$ cat src/rtl/mem_port_arbiter.sv
// mem_port_arbiter: two-requester (fetch/data) round-robin arbiter onto one memory port, one read outstanding.
// Ports:
//   clk, rst                      - clock and async active-high reset
//   ifReq/ifAddr/ifGnt            - fetch request, address, grant
//   ifRdValid/ifRdData            - fetch read return
//   dReq/dWe/dAddr/dWrData/dGnt   - data request, write strobe, address, store data, grant
//   dRdValid/dRdData              - data read return
//   memReq/memWe/memAddr/memWrData/memReady - memory request channel
//   memRdValid/memRdData          - memory read return
//   errSpurious                   - sticky: read data returned with nothing outstanding
module mem_port_arbiter #(
    parameter int ADDR_WIDTH = 32,
    parameter int DATA_WIDTH = 32
) (
    input  logic                  clk,
    input  logic                  rst,
    input  logic                  ifReq,
    input  logic [ADDR_WIDTH-1:0] ifAddr,
    output logic                  ifGnt,
    output logic                  ifRdValid,
    output logic [DATA_WIDTH-1:0] ifRdData,
    input  logic                  dReq,
    input  logic                  dWe,
    input  logic [ADDR_WIDTH-1:0] dAddr,
    input  logic [DATA_WIDTH-1:0] dWrData,
    output logic                  dGnt,
    output logic                  dRdValid,
    output logic [DATA_WIDTH-1:0] dRdData,
    output logic                  memReq,
    output logic                  memWe,
    output logic [ADDR_WIDTH-1:0] memAddr,
    output logic [DATA_WIDTH-1:0] memWrData,
    input  logic                  memReady,
    input  logic                  memRdValid,
    input  logic [DATA_WIDTH-1:0] memRdData,
    output logic                  errSpurious
);
    typedef enum logic [1:0] {IDLE, WAIT_IF, WAIT_D} state_t;
    state_t r_state, w_next;
    logic r_last_d, r_hold_valid, r_hold_d, r_err;
    logic w_sel_d, w_req, w_acc;
    always_ff @(posedge clk or posedge rst) begin
        if (rst) begin
            r_state      <= IDLE;
            r_last_d     <= 1'b1;
            r_hold_valid <= 1'b0;
            r_hold_d     <= 1'b0;
            r_err        <= 1'b0;
        end else begin
            r_state      <= w_next;
            if (w_acc) r_last_d <= w_sel_d;
            // a stalled request keeps its selection so the port stays stable
            r_hold_valid <= w_req & ~memReady;
            r_hold_d     <= w_sel_d;
            r_err        <= r_err | ((r_state == IDLE) & memRdValid);
        end
    end
    always_comb begin
        w_sel_d     = r_hold_valid ? r_hold_d : (ifReq & dReq) ? ~r_last_d : dReq;
        // outputs are forced low while reset is held, even with requests pending
        w_req       = ~rst & (r_state == IDLE) & (ifReq | dReq);
        w_acc       = w_req & memReady;
        memReq      = w_req;
        memWe       = w_req & w_sel_d & dWe;
        memAddr     = ~w_req ? '0 : w_sel_d ? dAddr : ifAddr;
        memWrData   = (w_req & w_sel_d) ? dWrData : '0;
        ifGnt       = w_acc & ~w_sel_d;
        dGnt        = w_acc & w_sel_d;
        ifRdValid   = ~rst & (r_state == WAIT_IF) & memRdValid;
        dRdValid    = ~rst & (r_state == WAIT_D) & memRdValid;
        ifRdData    = ifRdValid ? memRdData : '0;
        dRdData     = dRdValid ? memRdData : '0;
        errSpurious = r_err;
        w_next      = (r_state == IDLE) ? (ifGnt ? WAIT_IF : (dGnt & ~dWe) ? WAIT_D : IDLE)
                                        : (memRdValid ? IDLE : r_state);
    end
endmodule

$ cat config.mk
export PLATFORM = sky130hd
export DESIGN_NAME = mem_port_arbiter
export DESIGN_NICKNAME = d
export VERILOG_FILES = /design/src/rtl/mem_port_arbiter.sv
export SDC_FILE = /design/constraint.sdc
export NUM_CORES = 1
export LEC_CHECK = 0
export ABC_AREA = 1
export ABC_CLOCK_PERIOD_IN_PS = 2000
export CAP_MARGIN = 25
export CORE_AREA = 2 2 105 107
export CTS_CLUSTER_SIZE = 14
export DETAILED_ROUTE_END_ITERATION = 7
export DIE_AREA = 0 0 107 109
export PLACE_DENSITY = 0.67
export SETUP_SLACK_MARGIN = 0.05
export SLEW_MARGIN = 25
export SYNTH_ARGS = -nofsm -noshare
export SYNTH_HDL_FRONTEND = slang
export SYNTH_SLANG_ARGS = --single-unit
$ cat constraint.sdc
create_clock -name clk -period 2 [get_ports clk]
set_clock_uncertainty 0.15 [all_clocks]
set_input_delay 0.6 -clock clk [delete_from_list [all_inputs] [get_ports clk]]
set_output_delay 0.6 -clock clk [all_outputs]
set_load 0.05 [all_outputs]
After elaboration in Yosys (flattened, before gate mapping):

Index checks and enable logic that the tools add are counted.

* equality and inequality tests: 2
* muxes and demuxes: 11
* bitwise logic cells: 22
* reduce and logical (&&, ||, !) cells: 2

Operators by type and width (count)
* $mux 32: 5
* $and 1x1->1: 15
* $mux 2: 4
* $not 1->1: 5
* $eq 2x1->1 const B: 1
* $eq 2x2->1 const B: 1
* $logic_not 2->1: 1
* $mux 1: 2
* $or 1x1->1: 2
* $reduce_bool 2->1: 1

* register bits: 6
* input bits: 135
* output and inout port bits: 135
* word-level logic and storage cells: 42

Depth between registers and ports, before layout:

Gate-level depths: netlist (run 1).

* depth in word-level cells: 9
* gate-level depth with buffers: 7
* mapped depth without buffers: 6

Worst setup path after synthesis (run 1):

OpenSTA, ideal clock, no wires.

* path kind: input-to-output
* start point: input port rst
* end point: output port dGnt
* arrival: 1.967 ns
* path slack: -0.717 ns
* stages: 5
* buffers on the path: 0
* cell sequence: inv_1 -> nand3_4 -> inv_2 -> nand2_4 -> nor2_1

* word-level cells in the longest chain between the ends: 5

RTL lines
* start: declaration: RTL line 16 `input logic rst,`
* $not 1->1: RTL line 61 `w_req = ~rst & (r_state == IDLE) & (ifReq | dReq);`
* $and 1x1->1 (2 in a row): RTL line 61
* via memReq: RTL line 29 `output logic memReq,`
* $and 1x1->1: RTL line 62 `w_acc = w_req & memReady;`
* $and 1x1->1: RTL line 68 `dGnt = w_acc & w_sel_d;`
* end: declaration: RTL line 26 `output logic dGnt,`

The timed path passes the listed nets, and every way through them passes these cells.

Worst setup path after layout (run 1):

* start point: input port dReq
* end point: output port memAddr[11]

* word-level cells in the longest chain between the ends: 5
* elaborated cells between the ends (all ways): 7
* those cells by class: mux: 4; bitwise: 3

RTL lines
* start: declaration: RTL line 22 `input logic dReq,`
* $and 1x1->1: RTL line 59 `w_sel_d = r_hold_valid ? r_hold_d : (ifReq & dReq) ? ~r_last_d : dReq;`
* $mux 1 (2 in a row): RTL line 59
* $mux 32: RTL line 65 `memAddr = ~w_req ? '0 : w_sel_d ? dAddr : ifAddr;`
* $mux 32 (*): RTL line 65
* end: declaration: RTL line 31 `output logic [ADDR_WIDTH-1:0] memAddr,`

Every way passes the cells marked *; elsewhere a longest branch is shown, timed or not.

==> impl_metrics.csv, run 1 <==
group,metric,value,unit
status,status,"finished with violations",
status,violations,"setup timing",
timing,fmax,413,MHz
place,dp_hpwl,9700,microns
layout,post-route-util,76.9,%
drt,detail-route-antenna-nets,0,
worst_setup_path,cp-end-kind,"output pin",
die,fp-row-count,38,
die,die_y,109,microns
clocking,clkTransAtPathRegs,0.04,ns
die,fp.coreArea,10600,sq um
power,p_leak,3.28,nW
die,die_w,107,microns
timing,fin_crit_sh,121,%
timing,finalCriticalPeriod,2.42,ns
timing,worst_pin_slew,0.235,ns
grt,grt_pass1_wl,20400,microns
drt,drc,0,
worst_setup_path,critPathKind,"input pin to output pin",
layout,post-route-cell-area,8160,sq um
drt,post_drt_via_cell_ratio,4.34,
synthesis,synth_cells,319,
synthesis,yosysWarnings,0,
power,p_per_area,338,nW/um^2
layout,diodes,0,
clocking,cts_buffer_depth,2,
timing,final-hold-violation-count,0,
timing,setup_violations,134,
die,ios,270,
worst_setup_path,crit_family,"buffers and inverters",
job,maxCapViolCount,0,
place,postPlaceCellArea,7090,sq um
drt,wl,13600,microns
synthesis,syn_area,1590,sq um
grt,grt_max_degree,25,
min_path,hold_path.class,"input pin to asynchronous set/reset pin",
worst_setup_path,cp-start-kind,"input pin",
worst_setup_path,required,1.25,ns
grt,grt.total_usage,22.6,%
worst_setup_path,crit_buf_inv,5,
place,gp_congestion,0.768,
synthesis,syn-num-nets,454,
clocking,clock_latency,0.23,ns
worst_setup_path,worst_path_largest_cell_delay,0.15,ns
worst_setup_path,crit_path_max_fanout,5,
layout,area_delta_synth_final,414,%
synthesis,synth_cell_types,20,
drt,wl_per_cell,17.4,microns
clocking,cts_tree,"yes",
layout,nets,776,
synthesis,ys_seq_area_share,9.54,%
clocking,cts_num_sinks,6,
worst_setup_path,crit_chain,"buf_8 -> inv_6 -> nor2_4 -> nand2_4 -> buf_12 -> nand2_4 -> buf_4 -> nand2_1 -> a21oi_4 -> buf_12",
clocking,h-tree-depth,1,
worst_setup_path,arrival,1.67,ns
layout,drive_above_1_share,62.5,%
worst_setup_path,critPathSlowestCell,"buf_12",
grt,grt_pass1_vias,3930,
drt,first_iter_violations,90,
die,start_util,15.0,%
clocking,numCtsBuffers,3,
timing,slew_violations,0,
layout,fill_cells,631,
power,vdd_drop_max,0.000278,V
drt,vias,3389,
grt,grt-ovfl-total,0,
timing,setup_slack,-0.424,ns
synthesis,ys_ff_latch,6,
timing,rsz0062_at_grt,"true",
die,die_area,11700,sq um
timing,slew_headroom,84.3,%
drt,drt-pass1-iter-count,4,
clocking,root_buffer,"clkbuf_8",
grt,antenna_found_initial,0,
place,io_buffers,269,
synthesis,avgSynthCellArea,4.97,sq um
[layout by cell type, fill, tap and decap left out]
master / Yosys / final
inv_12: 0 / 1
clkbuf_1: 1 / 1
nand3_4: 1 / 6
nand3_2: 0 / 19
buf_12: 0 / 151
nand2_1: 37 / 26
a21o_1: 1 / 1
clkinv_8: 0 / 1
nand4_1: 1 / 1
buf_6: 3 / 19
nand3_1: 35 / 11
nor2_1: 74 / 4
a21oi_4: 0 / 32
inv_2: 1 / 7
buf_16: 0 / 14
clkbuf_8: 0 / 3
nand2_2: 1 / 5
nand2_8: 0 / 2
dfrtp_1: 5 / 5
inv_6: 0 / 1
nor2_4: 1 / 102
clkdlybuf4s50_1: 0 / 129
dfstp_2: 1 / 1
buf_8: 0 / 6
nand2_4: 2 / 8
dlygate4sd2_1: 0 / 1
buf_4: 3 / 17
o22ai_2: 0 / 1
inv_1: 74 / 61
clkinvlp_4: 0 / 3
inv_4: 0 / 1
[cell usage after synthesis (all sizes together)]
library cell	n	area share (%)
dfstp	1	1.7
buf	20	8.0
nand4	1	0.39
a21o	1	0.47
a21oi	32	10
dfrtp	5	7.9
inv	75	18
nand2	40	11
nor2	106	30
nand3	36	12
clkbuf	1	0.24
o22ai	1	0.39
[tightest hold or removal path, cell delays in order]
cell and delay (ns):
buf_8 0.10, clkinvlp_4 0.09, buf_6 0.10, buf_6 0.11
[layer usage]
metal | vias up | wire length, microns | global-route usage (%) | share of wire, %
met1 | 1597 | 4220 | 20.7 | 31
met3 | 20 | 1210 | 7.53 | 8.9
met5 | - | 0 | 0 | 0
li1 | 1587 | - | - | -
met2 | 185 | 7900 | 46.8 | 58
met4 | 0 | 251 | 6.12 | 1.8
[metrics by stage]
step	setup WS (ns)	TNS, ns	hold slack [ns]	instances	total power, mW
6_report	-0.424	-44.66	0.299	780	2.76
5_1_grt	-0.494	-52.68	0.301	780	2.88
4_1_cts	-0.407	-43.39	0.219	783	2.73
3_5_place_dp	-0.940	-113.47	0.357	739	2.16
3_3_place_gp	-0.916	-111.06	0.345	739	2.12
2_1_floorplan	-0.326	-27.97	0.234	319	1.20
[state kept, by name (all words and copies together), names as in the netlist]
signal	count
r_hold_valid	1
r_hold_d	1
errSpurious	1
r_state	2
r_last_d	1
[logic make-up (layout without fill, tap and decap cells)]
logic type | Yosys count | in the layout | share of synthesized area (%)
AOI/OAI and AO/OA | 34 | 34 | 11.0
buffers and inverters | 96 | 416 | 25.9
DFF | 6 | 6 | 9.54
and+or+nand+nor | 183 | 184 | 53.5
[power breakdown]
group,switching [mW],internal [mW],total (mW)
sequential,0.0130,0.140,0.153
combinational,1.22,1.19,2.41
clock,0.0579,0.138,0.195
total,1.29,1.47,2.76
[path summary, 6_finish.rpt]
| path | startpoint | endpoint | slack (ns) | cells past startpoint |
|---|---|---|---|---|
| worst max-delay path | dReq | memAddr[11] | -0.42 | 10 |
| worst min register to register | r_last_d | r_last_d | 0.38 | 2 |
| min in group clk | r_last_d | r_last_d | 0.38 | 2 |
| max in group asynchronous | rst | r_last_d | 1.20 | 4 |
| worst max register to register | r_state[1] | r_state[0] | 0.23 | 9 |
| worst min-delay path | rst | r_state[1] | 0.30 | 4 |
[area by class of cell]
class,count,area (sq um),area share (%)
multi-input cells,218,2320,28.4
repair buffers,337,5140,63.0
inverters,75,325,3.99
well taps,140,175,2.15
flip-flops and latches,6,151,1.86
clock buffers,4,45.0,0.552
[repair_timing]
| item | in CTS | in global routing |
|---|---|---|
| endpoints found under the setup margin | 134 | 135 |
| pin swaps | 49 | 26 |
| setup buffers | 28 | 6 |
| resized for setup | 127 | 34 |
| hold buffers | 0 | 0 |
| gates cloned | 15 | 0 |
Note: power is estimated with default switching activity, not from simulation.
==> run 2, diff against run 1 <==
--- a/config.mk
+++ b/config.mk
@@ -7,7 +7,6 @@
 export LEC_CHECK = 0
 export ABC_AREA = 1
 export ABC_CLOCK_PERIOD_IN_PS = 2000
-export CAP_MARGIN = 25
 export CORE_AREA = 2 2 105 107
 export CTS_CLUSTER_SIZE = 14
 export DETAILED_ROUTE_END_ITERATION = 7
==> results of run 2 <==
The final DEF is identical to that of run 1; final timing and power are the same.
==> run 3, diff against run 2 <==
--- a/config.mk
+++ b/config.mk
@@ -6,12 +6,12 @@
 export NUM_CORES = 1
 export LEC_CHECK = 0
 export ABC_AREA = 1
-export ABC_CLOCK_PERIOD_IN_PS = 2000
-export CORE_AREA = 2 2 105 107
+export ABC_CLOCK_PERIOD_IN_PS = 2950
+export CORE_AREA = 2 2 103 105
 export CTS_CLUSTER_SIZE = 14
 export DETAILED_ROUTE_END_ITERATION = 7
-export DIE_AREA = 0 0 107 109
-export PLACE_DENSITY = 0.67
+export DIE_AREA = 0 0 105 107
+export PLACE_DENSITY = 0.69
 export SETUP_SLACK_MARGIN = 0.05
 export SLEW_MARGIN = 25
 export SYNTH_ARGS = -nofsm -noshare
==> constraint.sdc (replaced) <==
create_clock -name clk -period 2.95 [get_ports clk]
set_clock_uncertainty 0.15 [all_clocks]
set_input_delay 0.885 -clock clk [delete_from_list [all_inputs] [get_ports clk]]
set_output_delay 0.885 -clock clk [all_outputs]
set_load 0.05 [all_outputs]
==> impl_metrics.csv, run 3 (synthesized netlist as in run 1, its figures left out) <==
group,metric,value,unit
status,status,"finished with violations",
status,violations,"setup timing",
timing,worst_pin_slew,0.518,ns
drt,detail-route-antenna-nets,0,
drt,vias,3435,
min_path,worstHoldPathCells,1,
worst_setup_path,worst_path_largest_cell_delay,0.18,ns
layout,area_delta_synth_final,405,%
min_path,hold_end,"errSpurious",
die,fp.coreArea,10100,sq um
power,p_clk_share,7.3,%
power,vdd_drop_max,0.000194,V
power,power,1.86,mW
clocking,h-tree-depth,1,
drt,wl,15000,microns
grt,grt.total_usage,24.8,%
place,dp_slack,-0.544,ns
die,die_y,107,microns
worst_setup_path,crit_path_max_fanout,7,
worst_setup_path,cp-start-kind,"input pin",
drt,first_iter_violations,115,
layout,fill_cells,593,
worst_setup_path,timing.rr.end,"r_last_d",
power,p_per_area,232,nW/um^2
timing,setup_slack,-0.0879,ns
worst_setup_path,critPathKind,"input pin to output pin",
timing,rsz0062_at_grt,"true",
grt,antenna_found_initial,0,
grt,grt_pass1_vias,3878,
timing,slew_headroom,65.4,%
grt,grt-ovfl-total,0,
timing,setup_violations,77,
worst_setup_path,cp-end-kind,"output pin",
power,p_sw_share,48.1,%
layout,drive_above_1_share,60.5,%
power,p_seq_share,5.8,%
drt,drc,0,
clocking,clkTransAtPathRegs,0.04,ns
drt,post_drt_via_cell_ratio,4.48,
layout,largest_reg_flops,2,
die,die_area,11200,sq um
worst_setup_path,critPathSlowestCell,"buf_16",
worst_setup_path,worst-r2r-setup-slack,1.13,ns
min_path,worstHoldStart,"errSpurious",
timing,fmax,329,MHz
grt,grt_max_degree,19,
timing,fin_crit_sh,103,%
clocking,clock_latency,0.23,ns
clocking,numCtsBuffers,3,
layout,post-route-util,79.4,%
place,io_buffers,269,
worst_setup_path,crit_buf_inv,7,
die,start_util,15.7,%
power,switching_power,0.894,mW
clocking,root_buffer,"clkbuf_8",
worst_setup_path,crit_chain,"buf_6 -> inv_4 -> buf_6 -> nand2_4 -> nand3_4 -> buf_12 -> inv_8 -> nand2_8 -> buf_16 -> nor2_4 -> buf_12",
layout,mostFrequentLayoutCells,"buf_12, clkdlybuf4s50_1, nor2_4",
die,die_w,105,microns
clocking,cts-hold-fix-buffers,0,
die,fp-row-count,37,
clocking,cts_tree,"yes",
clocking,cts_num_sinks,6,
place,gp_congestion,0.822,
timing,finalCriticalPeriod,3.04,ns
worst_setup_path,crit_family,"buffers and inverters",
worst_setup_path,required,1.92,ns
min_path,hold_path.class,"flip-flop to flip-flop",
timing,whs,0.334,ns
drt,wl_per_cell,19.6,microns
worst_setup_path,reg2regPathDepth,8,
power,p_leak,3.33,nW
layout,nets,766,
layout,top_register,"r_state",
worst_setup_path,arrival,2.00,ns
place,dp_hpwl,9280,microns
power,combPwrFrac,86.9,%
layout,final_common_cell,"buf_12",
clocking,cts_buffer_depth,2,
power,p_int,0.964,mW
job,maxCapViolCount,0,
drt,drt-pass1-iter-count,4,
grt,grt_pass1_wl,21800,microns
die,ios,270,
worst_setup_path,r2r-start,"r_state[1]",
timing,final-hold-violation-count,0,
timing,slew_violations,0,
==> run 3: changes by cell type in the layout (fill, tap and decap cells not counted), moves of 4 or more <==
cell / change
nand2_4: +27
nor2_2: +7
inv_2: -7
inv_1: +8
nand2_1: -23
nand3_2: -19
nand3_1: +22
nand2_2: -4
nor2_4: -7
==> run 3: cell type report <==
| cell class | count | area, sq um | share of cell area [%] |
|---|---|---|---|
| inverter | 75 | 323 | 4.03 |
| timing repair buffer | 328 | 5000 | 62.4 |
| multi-input combinational | 217 | 2320 | 28.9 |
| antenna | 1 | 2.50 | 0.0312 |
| clock buffer | 4 | 45.0 | 0.562 |
| tap | 136 | 170 | 2.12 |
| sequential | 6 | 151 | 1.89 |
==> run 3: how the worst max path moves through the flow <==
stage	startpoint	endpoint	cells after the start
3_3_place_gp	rst	memAddr[31]	6
5_1_grt	dReq	memWrData[29]	11
3_5_place_dp	rst	memAddr[0]	6
2_1_floorplan	memRdValid	dRdData[21]	5
4_1_cts	dReq	memAddr[30]	11
6_report	dReq	memWrData[29]	11
==> run 3: repair_timing <==
item	4_1_cts	5_1_grt
resized for setup	258	29
setup buffers	24	8
gates cloned	14	2
endpoints found under the setup margin	134	132
pin swaps	45	45
==> run 3: power by group through the flow <==
stage,clock network [mW],registers (mW),logic [mW]
after global routing,0.143,0.108,1.67
after CTS,0.134,0.105,1.62
after floorplan,0,0.101,0.639
after detailed placement,0,0.104,1.27
after global placement,0,0.103,1.25
final,0.136,0.107,1.61
==> run 3: routing by layer <==
metal  track usage, %  routed length [microns]  vias up
met5                0                        0        -
met3             6.08                     1070       32
met4             10.0                      489        0
met1             23.1                     4660     1631
li1                 -                        -     1570
met2             50.7                     8800      202
==> run 3: stage by stage <==
stage / cell area [sq um] / std cells / TNS [ns]
after floorplan: 2110 / 319 / -5.71
after global placement: 6420 / 726 / -50.76
after detailed placement: 6420 / 726 / -50.73
after CTS: 7970 / 765 / -3.85
after global routing: 8010 / 766 / -7.22
final: 8010 / 767 / -3.01
